File: src/rtl/fifo_uart_pkg.sv
// Shared types and constants for the FIFO-fed UART transmitter.
package fifo_uart_pkg;

  typedef enum logic [2:0] {
    ST_IDLE,
    ST_READ,
    ST_WAIT,
    ST_START,
    ST_DATA,
    ST_STOP
  } tx_state_e;

  localparam int   DATA_BITS  = 8;
  localparam logic IDLE_LEVEL = 1'b1;

endpackage

File: src/rtl/uart_baud_cnt.sv
// Bit-period timer: counts 0..CLKS_PER_BIT-1 while enabled and flags the
// last cycle of each bit period.
module uart_baud_cnt #(
  parameter int CLKS_PER_BIT = 434
) (
  input  logic clk,
  input  logic rst,
  input  logic clr,
  input  logic en,
  output logic bit_tick
);

  localparam int            CW   = (CLKS_PER_BIT > 2) ? $clog2(CLKS_PER_BIT) : 1;
  localparam logic [CW-1:0] LAST = CW'(CLKS_PER_BIT - 1);

  logic [CW-1:0] cnt_q, cnt_d;

  assign bit_tick = en && (cnt_q == LAST);

  // Next count: clear has priority, otherwise advance and wrap at the bit boundary.
  always_comb begin
    cnt_d = cnt_q;
    if (clr) begin
      cnt_d = '0;
    end else if (en) begin
      cnt_d = bit_tick ? '0 : cnt_q + CW'(1);
    end
  end

  // Count register with synchronous reset.
  always_ff @(posedge clk) begin
    if (rst) begin
      cnt_q <= '0;
    end else begin
      cnt_q <= cnt_d;
    end
  end

endmodule

File: src/rtl/fifo_uart_tx.sv
// Pops bytes from a synchronous FIFO and sends each as an 8N1 UART frame.
//
// state    | meaning
// ---------+---------------------------------------------------------
// ST_IDLE  | line high, waiting for enable with a non-empty FIFO
// ST_READ  | one-cycle pop pulse to the FIFO
// ST_WAIT  | FIFO output valid, loaded into the shift register
// ST_START | start bit (low) for one bit period
// ST_DATA  | eight data bits, LSB first
// ST_STOP  | stop bit (high); frame_done on its final cycle
module fifo_uart_tx
  import fifo_uart_pkg::*;
#(
  parameter int CLKS_PER_BIT = 434
) (
  input  logic                 clk,
  input  logic                 rst,
  input  logic                 enable,
  input  logic                 fifo_empty,
  output logic                 fifo_rd,
  input  logic [DATA_BITS-1:0] fifo_data,
  output logic                 txd,
  output logic                 busy,
  output logic                 frame_done
);

  if (CLKS_PER_BIT < 2) begin : g_bad_cpb
    $error("fifo_uart_tx: CLKS_PER_BIT must be at least 2");
  end

  localparam logic [2:0] LAST_BIT = 3'(DATA_BITS - 1);

  tx_state_e            state_q, state_d;
  logic [DATA_BITS-1:0] shift_q, shift_d;
  logic [2:0]           bit_cnt_q, bit_cnt_d;
  logic                 baud_clr, baud_en, bit_tick;

  uart_baud_cnt #(
    .CLKS_PER_BIT(CLKS_PER_BIT)
  ) u_baud (
    .clk     (clk),
    .rst     (rst),
    .clr     (baud_clr),
    .en      (baud_en),
    .bit_tick(bit_tick)
  );

  // Next-state and Moore output decode; the FIFO is only looked at in idle,
  // so a frame in flight can never cause an underflow.
  always_comb begin
    state_d    = state_q;
    shift_d    = shift_q;
    bit_cnt_d  = bit_cnt_q;
    fifo_rd    = 1'b0;
    txd        = IDLE_LEVEL;
    busy       = 1'b1;
    frame_done = 1'b0;
    baud_clr   = 1'b0;
    baud_en    = 1'b0;
    unique case (state_q)
      ST_IDLE: begin
        busy = 1'b0;
        if (enable && !fifo_empty) state_d = ST_READ;
      end
      ST_READ: begin
        fifo_rd = 1'b1;
        state_d = ST_WAIT;
      end
      ST_WAIT: begin
        shift_d  = fifo_data;
        baud_clr = 1'b1;
        state_d  = ST_START;
      end
      ST_START: begin
        txd     = 1'b0;
        baud_en = 1'b1;
        if (bit_tick) state_d = ST_DATA;
      end
      ST_DATA: begin
        txd     = shift_q[0];
        baud_en = 1'b1;
        if (bit_tick) begin
          shift_d   = {1'b0, shift_q[DATA_BITS-1:1]};
          bit_cnt_d = bit_cnt_q + 3'd1;
          if (bit_cnt_q == LAST_BIT) state_d = ST_STOP;
        end
      end
      ST_STOP: begin
        baud_en = 1'b1;
        if (bit_tick) begin
          frame_done = 1'b1;
          state_d    = ST_IDLE;
        end
      end
      default: state_d = ST_IDLE;
    endcase
  end

  // State, shift register and bit counter with synchronous reset.
  always_ff @(posedge clk) begin
    if (rst) begin
      state_q   <= ST_IDLE;
      shift_q   <= '0;
      bit_cnt_q <= '0;
    end else begin
      state_q   <= state_d;
      shift_q   <= shift_d;
      bit_cnt_q <= bit_cnt_d;
    end
  end

endmodule

File: config.mk
export PLATFORM = sky130hd
export DESIGN_NAME = fifo_uart_tx
export DESIGN_NICKNAME = d
export VERILOG_FILES = /design/src/rtl/fifo_uart_pkg.sv /design/src/rtl/uart_baud_cnt.sv /design/src/rtl/fifo_uart_tx.sv
export SDC_FILE = /design/constraint.sdc
export NUM_CORES = 1
export LEC_CHECK = 0
export ABC_CLOCK_PERIOD_IN_PS = 1620
export CAP_MARGIN = 10
export CORE_ASPECT_RATIO = 0.9
export CORE_MARGIN = 5
export CORE_UTILIZATION = 50
export DETAILED_ROUTE_END_ITERATION = 7
export GPL_TIMING_DRIVEN = 0
export PLACE_DENSITY = 0.81
export SYNTH_ARGS = -nofsm -noshare
export SYNTH_HDL_FRONTEND = slang
export SYNTH_SLANG_ARGS = --single-unit
File: constraint.sdc
create_clock -name clk -period 1.62 [get_ports clk]
set_input_delay 0.324 -clock clk [delete_from_list [all_inputs] [get_ports clk]]
set_output_delay 0.324 -clock clk [all_outputs]
set_load 0.02 [all_outputs]
==> metrics.txt, run 1 <==
run status finished, violations left; failing checks setup timing; Clock Latency Late Sink 0.33 ns; Synth area leader dfxtp_1; RSZ-0062 raised after global routing true; Worst Hold Depth 2; global-route wire length before repair 5119 um; antenna diode count 0; synthesized instance count 134; vias per cell 6.077; CTS tree built; Worst-path clk slew 0.13 ns; Post-DRT Antenna Nets 0; Post-Layout Cell Count 195; Setup WS post-layout -0.2739 ns; Cell Count Post-Placement 176; Syn-to-layout area delta 33.33%; fin util 69.98%; via count 1185; max incr delay on CP 0.36 ns; final hold violation count 0; worst slew pin tran 0.5547 ns; FF+latch count, synth 23; Pwr Density 632.1 nW/um2; Top FF cell, synth dfxtp_1; DR WL/cell 17.07 um; placer congestion estimate 0.8143; die width 63.65 um; vias in the first global route 1151; hpwl dp 1957 um; Arrival @ worst endpoint 1.57 ns; die area 3709 um2; CP Max Fanout 2; I/O pins 16; number of nets in the layout 184; CP max stage cell dfxtp_2; clk_skew 0.003376 ns; DRC viols 0; Clock Path Buffers 2; Max IR drop VDD 0.0005865 V; I/O Buffers 14; Core ar. 2467 um2; Setup-failing EPs final 7; ys async rst share 0%; Core Rows 17; grt total ovfl 0; Sink Count 23; fin crit share 116.9%; worst r2r path cells 6; number of CTS-inserted buffers 3; cts hold-fix bufs 0; drt initial violations 47; DIE HEIGHT 58.28 um; total track usage 17.42%; critical path cell sequence inv_2 > ha_4 > nand4b_1 > nor2_4 > and4b_1 > buf_6; Mapped Area 1295 um2; CP required 1.30 ns; Pre-antenna DRT Iters 4; top cell type's share of synthesized area 35.56%; WL final 3329 um; Mapped Nets 150; Starting Density 52.48%; synth cell count leaders 23 x dfxtp_1, 16 x nor2_1, 7 x xor2_1; reg-to-reg slack, setup -0.04 ns; Yosys cell types 46; most instantiated library cell after synthesis dfxtp_1; setup TNS -0.4501 ns; number of flops mapped to enable cells by yosys 0; Max-cap violations 0; Crit Path Category register to output pin; CP Buf/Inv Count 2; Setup crit end kind output pin; Root Buffer clkbuf_4; main area contributors after synthesis dfxtp_1 36%, xor2_1 4.7%, mux2i_1 4.6%; Min Clock Period, post-route 1.894 ns; leak pwr 0.0006302 uW; Hold Path Class register to register; Syn Area/Cell 9.664 um2; initial antenna violation count 0; Max Fclk 528.0 MHz; H-tree Lvls 1; synth warn 0; Max-slew headroom 63.02%; largest net degree at the start of global routing 14; Crit path depth 6; critical path launch point type register; CP top delay family simple AND/OR/NAND/NOR gates; Power, Total 1091 uW; Slew Viols, Final 0; share of cells above drive strength 1 35.93%; sequential fraction of the synthesis area 35.56%
-- area by class of cell --
class / count / area (um2)
clock buffers: 3 / 22.52
repair buffers: 29 / 281.5
plain buffers: 9 / 83.83
multi-input cells: 99 / 815.8
well taps: 28 / 35.03
fillers: 164 / 740.7
inverters: 3 / 11.26
flip-flops and latches: 23 / 471.7
clock inverters: 1 / 5.005
-- per-stage QoR --
stage               hold WS, ns  setup slack (ns)  cell area, um2
floorplan                0.4400           0.04350            1295
global placement         0.4479           -0.5992            1470
detailed placement       0.4581           -0.5956            1470
CTS                      0.4284           -0.2363            1578
global route             0.4596           -0.3434            1727
finish                   0.4730           -0.2739            1727
-- power by group --
group / switching [uW] / internal (uW) / total (uW) / leakage, uW
Combinational: 96.8 / 114 / 211 / 0.000423
Clock: 186 / 92.8 / 279 / 0.0000177
Sequential: 16.5 / 585 / 601 / 0.000189
-- per-layer routing --
| metal | global-route usage, % | share of wire (%) | vias to the layer above |
|---|---|---|---|
| met3 | 5.233 | 6.0 | 11 |
| met2 | 27.68 | 49 | 42 |
| li1 | - | - | 555 |
| met4 | 9.496 | 2.6 | 0 |
| met5 | 0 | 0 | - |
| met1 | 21.13 | 42 | 577 |
-- path summary, 6_finish.rpt --
path / start / to
max: u_baud.cnt_q[1] / frame_done
min: bit_cnt_q[2] / bit_cnt_q[2]
max reg2reg: u_baud.cnt_q[1] / u_baud.cnt_q[4]
min reg2reg: bit_cnt_q[2] / bit_cnt_q[2]
-- timing repair --
action	4_1_cts	5_1_grt
setup buffers	6	11
gates cloned	0	1
pin swaps	3	6
resized for setup	36	11
setup endpoints to repair	13	15
-- cells in the final DEF, fill, tap and decap left out, types with 3 or more instances in the layout --
cell type	n
a211oi_2	5
mux2i_1	4
nor2_2	3
nor3_1	4
xor2_1	7
dfxtp_1	18
ha_1	3
nand3_1	6
dfxtp_2	3
buf_6	6
clkbuf_4	3
a21oi_1	4
nor2_1	16
clkdlybuf4s50_1	10
buf_4	14
nand2_1	5
-- worst register-to-register path, delay by kind of cell (launching register included) --
family          cells  cell delay [ns]
simple gates        2             0.31
buf+inv             2             0.28
compound gates      1             0.47
flops               1             0.36
fa+ha+maj           1             0.13
-- state kept, by name, indices dropped and copies added, names as in the netlist --
signal        flops
shift_q           8
bit_cnt_q         3
state_q           3
u_baud.cnt_q      9
-- cell families (layout without fill, tap and decap cells) --
family	Yosys count	after routing	synth area share, %
adder cells (fa/ha/maj)	4	4	3.865
buffers and inverters	12	45	6.280
AO/OA/AOI/OAI	28	28	19.23
AND/OR/NAND/NOR	54	54	25.70
flip-flops	23	23	35.56
multiplexers	6	6	4.638
XOR/XNOR	7	7	4.734
No activity file was read; power rests on OpenSTA's default activity.
==> inputs of run 2 (changes only) <==
Settings changed: CAP_MARGIN 10 to not set.
==> results of run 2 <==
Same layout as run 1: the final DEF is identical, and so are final timing and power.
